## src/rtl/multi_digit_display_driver.sv

```systemverilog
// Time-multiplexed 7-segment driver with frame-synchronous data update.
// Optional build macro DISPLAY_LZ_BLANK_EN turns leading-zero digits dark.
module multi_digit_display_driver #(
  parameter int NUM_DIGITS       = 4,
  parameter int REFRESH_DIV      = 50000,
  parameter int ANODE_ACTIVE_LOW = 1
) (
  input  logic                    clk,
  input  logic                    reset,
  input  logic [4*NUM_DIGITS-1:0] data_in,
  input  logic [NUM_DIGITS-1:0]   dp_in,
  input  logic                    load,
  input  logic                    blank,
  output logic                    a,
  output logic                    b,
  output logic                    c,
  output logic                    d,
  output logic                    e,
  output logic                    f,
  output logic                    g,
  output logic                    dp,
  output logic [NUM_DIGITS-1:0]   anode_signal,
  output logic                    frame_tick,
  output logic                    update_pending
);

  localparam int DIV_W = (REFRESH_DIV > 1) ? $clog2(REFRESH_DIV) : 1;
  localparam int IDX_W = (NUM_DIGITS > 1) ? $clog2(NUM_DIGITS) : 1;
  localparam logic [NUM_DIGITS-1:0] ANODE_OFF = (ANODE_ACTIVE_LOW != 0) ? '1 : '0;

  logic [DIV_W-1:0]        r_div;
  logic [IDX_W-1:0]        r_idx;
  logic [4*NUM_DIGITS-1:0] r_disp;
  logic [NUM_DIGITS-1:0]   r_disp_dp;
  logic [4*NUM_DIGITS-1:0] r_pend;
  logic [NUM_DIGITS-1:0]   r_pend_dp;
  logic                    r_pend_flag;
  logic                    r_frame_tick;
  logic [6:0]              r_seg;
  logic                    r_dp;
  logic [NUM_DIGITS-1:0]   r_anode;

  logic                    w_div_wrap;
  logic                    w_frame;
  logic [3:0]              w_nibs [NUM_DIGITS];
  logic                    w_seg_off;
  logic [NUM_DIGITS-1:0]   w_onehot;
  logic [6:0]              w_seg_next;
  logic                    w_dp_next;
  logic [NUM_DIGITS-1:0]   w_anode_next;

  assign w_div_wrap = (r_div == DIV_W'(REFRESH_DIV - 1));
  assign w_frame    = w_div_wrap && (r_idx == IDX_W'(NUM_DIGITS - 1));

  for (genvar gi = 0; gi < NUM_DIGITS; gi++) begin : g_nib
    assign w_nibs[gi] = r_disp[4*gi +: 4];
  end

`ifdef DISPLAY_LZ_BLANK_EN
  logic [NUM_DIGITS-1:0] w_zero;
  logic [NUM_DIGITS-1:0] w_lz;
  // w_lz[k] is set when digit k and everything to its left is zero
  for (genvar gi = 0; gi < NUM_DIGITS; gi++) begin : g_lz
    assign w_zero[gi] = (w_nibs[gi] == 4'h0);
    assign w_lz[gi]   = &w_zero[NUM_DIGITS-1:gi];
  end
  assign w_seg_off = (r_idx != '0) && w_lz[r_idx];
`else
  assign w_seg_off = 1'b0;
`endif

  // Returns active-low {a,b,c,d,e,f,g}
  function automatic logic [6:0] f_decode(input logic [3:0] nib);
    logic [6:0] on;
    case (nib)
      4'h0: on = 7'b1111110;
      4'h1: on = 7'b0110000;
      4'h2: on = 7'b1101101;
      4'h3: on = 7'b1111001;
      4'h4: on = 7'b0110011;
      4'h5: on = 7'b1011011;
      4'h6: on = 7'b1011111;
      4'h7: on = 7'b1110000;
      4'h8: on = 7'b1111111;
      4'h9: on = 7'b1111011;
      4'hA: on = 7'b1110111;
      4'hB: on = 7'b0011111;
      4'hC: on = 7'b1001110;
      4'hD: on = 7'b0111101;
      4'hE: on = 7'b1001111;
      default: on = 7'b1000111;
    endcase
    return ~on;
  endfunction

  assign w_onehot = {{(NUM_DIGITS-1){1'b0}}, 1'b1} << r_idx;

  always_comb begin
    w_seg_next   = 7'b1111111;
    w_dp_next    = 1'b1;
    w_anode_next = ANODE_OFF;
    if (!blank) begin
      w_seg_next   = w_seg_off ? 7'b1111111 : f_decode(w_nibs[r_idx]);
      w_dp_next    = ~r_disp_dp[r_idx];
      w_anode_next = (ANODE_ACTIVE_LOW != 0) ? ~w_onehot : w_onehot;
    end
  end

  always_ff @(posedge clk or posedge reset) begin
    if (reset) begin
      r_div        <= '0;
      r_idx        <= '0;
      r_disp       <= '0;
      r_disp_dp    <= '0;
      r_pend       <= '0;
      r_pend_dp    <= '0;
      r_pend_flag  <= 1'b0;
      r_frame_tick <= 1'b0;
      r_seg        <= 7'b1111111;
      r_dp         <= 1'b1;
      r_anode      <= ANODE_OFF;
    end else begin
      r_div        <= w_div_wrap ? '0 : r_div + 1'b1;
      if (w_div_wrap)
        r_idx <= (r_idx == IDX_W'(NUM_DIGITS - 1)) ? '0 : r_idx + 1'b1;
      r_frame_tick <= w_frame;
      // Display register only changes at a frame boundary, so a frame never mixes data
      if (w_frame) begin
        r_pend_flag <= 1'b0;
        if (load) begin
          r_disp    <= data_in;
          r_disp_dp <= dp_in;
        end else if (r_pend_flag) begin
          r_disp    <= r_pend;
          r_disp_dp <= r_pend_dp;
        end
      end else if (load) begin
        r_pend      <= data_in;
        r_pend_dp   <= dp_in;
        r_pend_flag <= 1'b1;
      end
      r_seg   <= w_seg_next;
      r_dp    <= w_dp_next;
      r_anode <= w_anode_next;
    end
  end

  assign {a, b, c, d, e, f, g} = r_seg;
  assign dp             = r_dp;
  assign anode_signal   = r_anode;
  assign frame_tick     = r_frame_tick;
  assign update_pending = r_pend_flag;

endmodule

```

## config.mk

```make
export PLATFORM = sky130hd
export DESIGN_NAME = multi_digit_display_driver
export DESIGN_NICKNAME = d
export VERILOG_FILES = /design/src/rtl/multi_digit_display_driver.sv
export SDC_FILE = /design/constraint.sdc
export NUM_CORES = 1
export LEC_CHECK = 0
export ABC_AREA = 1
export CAP_MARGIN = 10
export CORE_MARGIN = 8
export CORE_UTILIZATION = 59
export CTS_BUF_LIST = sky130_fd_sc_hd__clkbuf_4 sky130_fd_sc_hd__clkbuf_8
export DETAILED_ROUTE_END_ITERATION = 10
export GPL_ROUTABILITY_DRIVEN = 0
export HOLD_SLACK_MARGIN = 0.06
export PLACE_DENSITY = 0.93
export SETUP_SLACK_MARGIN = 0.2
export SLEW_MARGIN = 20
export SYNTH_ARGS = -nofsm -noshare
export SYNTH_HDL_FRONTEND = slang
export SYNTH_SLANG_ARGS = --single-unit
```

## constraint.sdc

```tcl
create_clock -name clk -period 5.2 [get_ports clk]
set_input_delay 1.04 -clock clk [delete_from_list [all_inputs] [get_ports clk]]
set_output_delay 1.04 -clock clk [all_outputs]
set_load 0.005 [all_outputs]
```

==> flow_metrics.tcl, run 1 <==
set metrics [dict create \
    synth-xor-area-share 0.01352 \
    root_buffer "clkbuf_8" \
    total_power_mw 1.203 \
    critPathCaptureType "flip-flop" \
    grt_use_total 0.1817 \
    fin_setup_tns_ns 0 \
    post-route-min-period_ns 2.813 \
    min_from "r_pend[0]" \
    grt.overflow.total 0 \
    antenna_cells 0 \
    drive_above_1_share 0.09738 \
    synthMuxAreaShare 0 \
    synth_area_um2 3886 \
    post-route-drc-count 0 \
    grt_pass1_wl_um 14460 \
    synth_top_family_by_area "simple AND/OR/NAND/NOR gates" \
    worst_slew_pin_slew_ns 0.8590 \
    cts_tree "done" \
    min_period_over_period 0.5410 \
    core_um2 6350 \
    fill_cells 483 \
    hold_depth 2 \
    synth_compound_area_frac 0.04089 \
    yosys_warnings 0 \
    ant_nets 0 \
    ys_async_sr_fraction 1.000 \
    p_leak_nw 2.315 \
    clkTransAtPathRegs_ns 0.08 \
    finalSetupViolations 0 \
    synth_top_area_frac 0.3863 \
    clk_path_buf_depth 2 \
    grt_pass1_vias 3192 \
    drv_cap 0 \
    seqPwrFrac 0.487 \
    report.final.slew_viol_count 0 \
    dp_hpwl_um 5719 \
    finalClockSkew_ns 0.008924 \
    cts_hold_buf 0 \
    avgRoutedWirePerCell_um 13.37 \
    reg2reg_to "r_pend_dp[0]" \
    post_cts_buffers 0 \
    syn_area_per_cell_um2 7.757 \
    synth_edf_count 0 \
    peakVddDrop_mv 0.1648 \
    antenna_found_initial 0 \
    powerDensity_nw_per_um2 270.6 \
    vias_per_cell 5.466 \
    clk_latency_ns 0.36 \
    final_hold_viol_count 0 \
    cts_sinks 72 \
    rr_startpoint "r_idx[0]" \
    synth_fp_nets 536 \
    synthAdderAreaFrac 0.03542 \
    hold_end "r_pend[0]" \
    drtIter0Drc 202 \
    crit_path_start_kind "input pin" \
    hp-class "flip-flop to flip-flop" \
    synth_most_common_cell "nand2_1" \
    io_pins 38 \
    regToRegSetupSlack_ns 2.51 \
    ys_types 33 \
    vias 3340 \
    grt_start_max_net_pins 63 \
    p_int_mw 0.9318 \
    routed_wl_um 8171 \
    core.rowCount 29 \
    slew_headroom 0.4273 \
    status "finished clean" \
    path_class "input pin to flip-flop" \
    post_cts_resize_count 0 \
    switching_share 0.2256 \
    die_y_um 97.16 \
    cts_buffers 9 \
    yosys.area_share.simple 0.3471 \
    power_frac_comb 0.065 \
    synth_commonest_cells "nand2_1, dfrtp_1, nand3_1, inv_1, nor2_1" \
    htree_levels 3 \
    yosys.area.top_type "dfrtp_1" \
    synthTopCellsByArea "dfrtp_1, nand2_1, dfstp_2" \
    cp_data_required_time_ns 5.44 \
    p_switching_mw 0.2714 \
    cp.arrival_ns 3.06 \
    ys_seq_area_frac 0.4675 \
    clock.fmax_mhz 355.5 \
    crit_path_max_fanout 62 \
    synth_ff_type "dfrtp_1" \
    reg2reg_depth 5 \
    io_buffer_count 37 \
    initial_core_util 0.6120 \
    postSynthCellCount 501 \
    fin_nets 564 \
    dieArea_um2 9440 \
    dr.pass1.iters 6 \
    rsz0062_at_grt "false" \
    fp.dieW_um 97.16 \
    clockPowerShare 0.448 \
    ys_ff_latch 72 \
    syn_to_final_growth_pct 14.39 \
]
[per-layer routing]
layer | GRT usage | up-vias | wire, µm
met4 | 0.08166 | 0 | 168
met1 | 0.2193 | 1571 | 3598
met3 | 0.04836 | 17 | 497
met2 | 0.2958 | 113 | 3907
met5 | 0 | - | 0
li1 | - | 1639 | -
[layout by cell type (no fill, tap or decap), types with 2 or more instances in the layout]
cell type and n:
nand2_1 174, dfrtp_1 60, nand3_1 54, inv_1 50, clkdlybuf4s50_1 36, nor2_1 32, o21ai_0 26, nand4_1 22
dfstp_2 12, ha_1 11, clkbuf_8 9, inv_2 7, xor2_1 6, nor3_1 5, nor2_2 3, nand3_2 3
nand2_2 3, a21oi_1 3, bufinv_16 3, clkinv_4 2
[state kept, by name, summed over array words and instances (netlist names)]
register        cells
r_disp             16
r_div              16
r_pend             16
r_seg               7
anode_signal        4
r_disp_dp           4
r_pend_dp           4
r_idx               2
dp                  1
frame_tick          1
update_pending      1
[worst max-delay path, cell delays in order]
cell and delay [ns]:
buf_2 0.65, or2_4 0.38, nand4_1 0.61, nand2_1 0.28, nand2_1 0.08
[power by group through the flow]
stage / clock, mW / sequential, mW / combinational, mW
floorplan: 0 / 0.595 / 0.0448
global placement: 0 / 0.596 / 0.0758
detailed placement: 0 / 0.597 / 0.0787
CTS: 0.548 / 0.586 / 0.0792
global route: 0.568 / 0.588 / 0.0896
finish: 0.539 / 0.586 / 0.0779
[logic make-up (layout without fill, tap and decap cells)]
family	after synthesis	in the layout
and+or+nand+nor	302	302
buffers and inverters	79	112
DFF	72	72
AOI/OAI and AO/OA	31	31
adders and majority gates	11	11
xor gates and xnor gates	6	6
[worst max-delay path by stage]
stage	to	slack (ns)	depth (start not counted)	startpoint
after global placement	r_disp[10]	2.15	5	load
final	r_disp[5]	2.39	5	load
after CTS	r_disp[5]	2.42	5	load
after detailed placement	r_disp[12]	2.08	5	load
after floorplan	frame_tick	2.35	1	reset
after global routing	r_disp[5]	2.12	5	load
[stage by stage]
step / setup slack, ns / instance area, µm² / hold WS [ns] / instances / utilization
3_3_place_gp: 2.149 / 4202 / 0.4427 / 595 / 0.6617
4_1_cts: 2.417 / 4446 / 0.4782 / 611 / 0.7001
3_5_place_dp: 2.078 / 4202 / 0.4590 / 595 / 0.6617
6_report: 2.387 / 4446 / 0.4738 / 611 / 0.7001
2_1_floorplan: 2.355 / 3886 / 0.4291 / 501 / -
5_1_grt: 2.118 / 4446 / 0.4990 / 611 / 0.7001
[area by class of cell]
cell class / instances / area, µm² / area share
sequential: 72 / 1817 / 0.4087
multi-input combinational: 350 / 1698 / 0.3819
timing repair buffer: 38 / 372.9 / 0.08387
inverter: 58 / 217.7 / 0.04897
clock buffer: 9 / 123.9 / 0.02786
clock inverter: 7 / 120.1 / 0.02702
tap: 77 / 96.34 / 0.02167
(Power assumes the default switching activity.)
==> run 2: changes to the inputs <==
CORE_UTILIZATION = 54   (was 59)
PLACE_DENSITY = 0.9   (was 0.93)
clock period = 2.4 ns   (was 5.2 ns; I/O delays follow)
==> run 2 against run 1 <==
Effect of this change:
- setup slack worse by 1.8 ns
- final cell count is 4.7% higher
- sequential cell count stayed put
- critical endpoint is now r_seg[3]
- critical path depth is 6 higher
- clock skew hardly changed
- combinational power is 130% higher
- non-clock buffer count is 7 higher
- total power is 100% higher
- via count is 0.90% higher
- sequential power is 120% higher
- clock power is 82% higher
==> flow_metrics.tcl, run 2 (synthesis results as in run 1) <==
set metrics [dict create \
    io_pins 38 \
    antenna_found_initial 0 \
    routed_wl_um 8504 \
    post-place-ws_ns 0.5934 \
    post-route-min-period_ns 1.854 \
    vias_per_cell 5.266 \
    grt_pass1_wl_um 14820 \
    post-route-drc-count 0 \
    cp_data_required_time_ns 2.69 \
    stdcell_area_um2 4512 \
    reg_top3 "r_disp: 16 flops, r_div: 16 flops, r_pend: 16 flops" \
    hold_end "r_div[0]" \
    avgRoutedWirePerCell_um 13.29 \
    grt_start_max_net_pins 34 \
    peakVddDrop_mv 0.3587 \
    cts_hold_buf 0 \
    cts_sinks 72 \
    powerDensity_nw_per_um2 538.2 \
    dp_cells 624 \
    hold-worst-slack_ns 0.4627 \
    reg2reg_to "r_seg[3]" \
    dieArea_um2 10170 \
    worst_slew_pin_slew_ns 0.4916 \
    dp_hpwl_um 5970 \
    clkTransAtPathRegs_ns 0.08 \
    regToRegSetupSlack_ns 0.55 \
    cts_buffers 9 \
    antenna_cells 0 \
    htree_levels 3 \
    critPathCaptureType "flip-flop" \
    crit_path_max_fanout 15 \
    clock.fmax_mhz 539.4 \
    drive_above_1_share 0.1091 \
    fin_nets 571 \
    io_buffer_count 37 \
    slew_headroom 0.6716 \
    root_buffer "clkbuf_8" \
    syn_to_final_growth_pct 16.10 \
    vias 3370 \
    final_cells 640 \
    post_cts_resize_count 0 \
    p_leak_nw 2.337 \
    post_cts_buffers 0 \
    finalClockSkew_ns 0.008806 \
    cp.arrival_ns 2.14 \
    core_um2 7098 \
    reg2reg_depth 11 \
    die_y_um 100.8 \
    clk_latency_ns 0.35 \
    finalSetupViolations 0 \
    min_from "r_div[0]" \
    report.final.slew_viol_count 0 \
    rr_startpoint "r_idx[0]" \
    grt_use_total 0.1832 \
    cts_tree "done" \
    path_class "flip-flop to flip-flop" \
    clk_path_buf_depth 2 \
    hp-class "flip-flop to flip-flop" \
    drtIter0Drc 266 \
    setup_ws_ns 0.5461 \
    initial_core_util 0.5475 \
    place_area_um2 4310 \
    final_hold_viol_count 0 \
    min_period_over_period 0.7725 \
    fin_setup_tns_ns 0 \
    crit_path_start_kind "flip-flop" \
    fp.dieW_um 100.8 \
    grt.overflow.total 0 \
    grt_pass1_vias 3364 \
    ant_nets 0 \
    final_cell_mix "nand2_1, dfrtp_1, nand3_1, inv_1, clkdlybuf4s50_1" \
    rsz0062_at_grt "false" \
    final_common_cell "nand2_1" \
    core.rowCount 31 \
    hold_depth 1 \
    dr.pass1.iters 4 \
    fill_cells 574 \
    drv_cap 0 \
    status "finished clean" \
]
-- run 2: changes by cell type in the layout (fill, tap and decap cells not counted) --
cell / before / now
clkbuf_8: 9 / 10
clkbuf_4: 0 / 1
buf_4: 1 / 6
buf_12: 0 / 2
bufinv_16: 3 / 1
inv_2: 7 / 6
clkinv_2: 1 / 2
clkinvlp_4: 1 / 2
clkinv_4: 2 / 1
-- run 2: layout make-up --
| class | count | area [µm²] | area share |
|---|---|---|---|
| clock buffer | 11 | 145.1 | 0.03217 |
| multi-input combinational | 350 | 1698 | 0.3763 |
| timing repair buffer | 45 | 450.4 | 0.09983 |
| clock inverter | 5 | 56.30 | 0.01248 |
| tap | 99 | 123.9 | 0.02745 |
| inverter | 58 | 221.5 | 0.04908 |
| sequential | 72 | 1817 | 0.4027 |
-- run 2: per-stage QoR --
| stage | utilization | power, mW |
|---|---|---|
| final | 0.6356 | 2.428 |
| after global routing | 0.6356 | 2.522 |
| after CTS | 0.6356 | 2.448 |
| after detailed placement | 0.6073 | 1.472 |
| after global placement | 0.6073 | 1.464 |
| after floorplan | - | 1.388 |
-- run 2: worst max-delay path: stages, from the launching register on --
cell and delay [ns]:
dfrtp_1 0.36, buf_4 0.18, inv_2 0.18, nand2_1 0.10, nand3_1 0.08, nand2_1 0.15
inv_1 0.15, ha_1 0.23, inv_1 0.08, nand2_1 0.09, nand3_1 0.08, nand3_1 0.09
-- run 2: how the worst max path moves through the flow --
stage | start | end | cells past startpoint
after detailed placement | r_idx[0] | r_seg[3] | 11
final | r_idx[0] | r_seg[3] | 11
after global routing | r_idx[0] | r_seg[1] | 11
after global placement | r_idx[0] | r_seg[3] | 11
after CTS | anode_signal[1] | anode_signal[1] | 1
after floorplan | r_idx[0] | r_seg[3] | 11
-- run 2: where the power goes --
| part | leakage [nW] | switching (mW) | internal, mW |
|---|---|---|---|
| combinational | 1.32 | 0.0953 | 0.0823 |
| clock | 0.103 | 0.462 | 0.518 |
| sequential | 0.909 | 0.0175 | 1.25 |
-- run 2: per-layer routing --
metal | track usage | up-vias | part of all wire
met3 | 0.03729 | 30 | 0.057
met1 | 0.2242 | 1557 | 0.44
li1 | - | 1650 | -
met2 | 0.2883 | 133 | 0.47
met4 | 0.1163 | 0 | 0.033
met5 | 0 | - | 0
==> run 3: changes to the inputs <==
CORE_UTILIZATION = 59   (was 54)
PLACE_DENSITY = 0.93   (was 0.9)
clock period = 1.95 ns   (was 2.4 ns; I/O delays follow)
==> run 3 against run 2 <==
Effect of this change:
- non-clock buffer count grew 3
- sequential share of layout area grew 0.30 points
- clock power rose by 5%
- register-to-register slack worse by 0.22 ns
- critical path depth down 5
- total power up 16%
- clock skew about the same
- critical path type unchanged
- largest power group unchanged
==> flow_metrics.tcl, run 3 (synthesis results as in run 1) <==
set metrics [dict create \
    avgRoutedWirePerCell_um 13.12 \
    dp_cells 605 \
    clock.fmax_mhz 615.6 \
    root_buffer "clkbuf_8" \
    antenna_cells 0 \
    critical_path.cell_chain "buf_4 -> ha_1 -> nand3_2 -> buf_4 -> nand3_1 -> nand2_1" \
    vias_per_cell 5.401 \
    crit_path_start_kind "flip-flop" \
    io_buffer_count 37 \
    status "finished clean" \
    report.final.slew_viol_count 0 \
    grt_use_total 0.1796 \
    cts_hold_buf 0 \
    hp-class "input pin to asynchronous set/reset pin" \
    htree_levels 3 \
    drtIter0Drc 191 \
    die_y_um 97.16 \
    fin_nets 574 \
    crit_path_max_fanout 19 \
    dr.pass1.iters 4 \
    fill_cells 486 \
    min_period_over_period 0.8330 \
    clk_latency_ns 0.35 \
    grt_start_max_net_pins 34 \
    peakVddDrop_mv 0.4718 \
    core.rowCount 29 \
    critPathCaptureType "flip-flop" \
    crit_path_frequent_cell "buf_4" \
    cp.arrival_ns 1.91 \
    finalClockSkew_ns 0.008825 \
    cts_sinks 72 \
    rsz0062_at_grt "true" \
    cp.buffers_inverters 2 \
    path_class "flip-flop to flip-flop" \
    routed_wl_um 8150 \
    grt.overflow.total 0 \
    clk_path_buf_depth 2 \
    drive_above_1_share 0.1250 \
    drv_cap 0 \
    antenna_found_initial 0 \
    post-route-drc-count 0 \
    post_cts_buffers 0 \
    cpMaxStageDelayCell "dfrtp_2" \
    worst_slew_pin_slew_ns 0.4421 \
    p_leak_nw 2.342 \
    vias 3354 \
    grt_pass1_wl_um 14410 \
    final_hold_viol_count 0 \
    crit_family "flip-flops" \
    dp_hpwl_um 5924 \
    cts_tree "done" \
    cts_buffers 9 \
    clkTransAtPathRegs_ns 0.08 \
    io_pins 38 \
    slew_headroom 0.7046 \
    fp.dieW_um 97.16 \
    syn_to_final_growth_pct 15.39 \
    grt_pass1_vias 3296 \
    finalSetupViolations 0 \
    final_core_util 0.7062 \
    fin_setup_tns_ns 0 \
    powerDensity_nw_per_um2 626.2 \
    final_common_cell "nand2_1" \
    ant_nets 0 \
    initial_core_util 0.6120 \
    dieArea_um2 9440 \
    critPathMaxStageDelay_ns 0.48 \
    post-route-min-period_ns 1.624 \
    core_um2 6350 \
    final_cell_mix "nand2_1, dfrtp_1, nand3_1, inv_1, nor2_1" \
    final_cells 621 \
    reg_top3 "r_disp: 16 flops, r_div: 16 flops, r_pend: 16 flops" \
    cp_data_required_time_ns 2.23 \
]
run 3: metrics by stage:
| step | hold slack, ns | cell area (µm²) | worst slack [ns] | total power, mW |
|---|---|---|---|---|
| final | 0.3941 | 4484 | 0.3256 | 2.808 |
| after global routing | 0.4198 | 4484 | 0.1940 | 2.920 |
| after floorplan | 0.4291 | 3890 | 0.3959 | 1.708 |
| after global placement | 0.4419 | 4305 | 0.2657 | 1.804 |
| after CTS | 0.4030 | 4462 | 0.2009 | 2.826 |
| after detailed placement | 0.4585 | 4305 | 0.1944 | 1.814 |
run 3: where the power goes:
group          internal, mW  total, mW  switching, mW  leakage, nW
Sequential             1.54       1.56         0.0215        0.906
Combinational        0.0981      0.216          0.118         1.35
Clock                 0.469       1.03          0.559       0.0892
Total                  2.11       2.81          0.699         2.34
run 3: final timing paths:
kind / startpoint / to / slack, ns / cells after the start
max: r_idx[0] / r_pend_dp[3] / 0.33 / 6
min: reset / r_div[12] / 0.39 / 2
max reg2reg: r_idx[0] / r_pend_dp[3] / 0.33 / 6
min reg2reg: r_div[0] / r_div[0] / 0.47 / 1
max in group asynchronous: reset / r_seg[3] / 1.00 / 3
min in group clk: r_div[0] / r_div[0] / 0.47 / 1
run 3: final cells by class:
type                            count  area [µm²]  share of cell area
Sequential cell                    72        1819              0.4057
Multi-Input combinational cell    350        1713              0.3820
Timing Repair Buffer               48       461.7              0.1030
Inverter                           58       226.5             0.05050
Clock buffer                       10       131.4             0.02930
Tap cell                           77       96.34             0.02148
Clock inverter                      6       36.28            0.008092
run 3: repair_timing:
| action | 4_1_cts | 5_1_grt |
|---|---|---|
| endpoints found under the setup margin | 13 | 31 |
| gates resized for setup | 12 | 9 |
| cloned | 0 | 0 |
| pin swaps | 0 | 1 |
run 3: layer usage:
layer	track usage	routed length, µm	vias up
met4	0.07692	123	0
met1	0.2208	3614	1574
li1	-	-	1658
met5	0	0	-
met2	0.2917	3950	110
met3	0.04481	461	12
run 3: worst register-to-register path: stages (launching register included):
cell,delay (ns)
dfrtp_2,0.48
buf_4,0.18
ha_1,0.27
nand3_2,0.17
buf_4,0.25
nand3_1,0.11
nand2_1,0.09
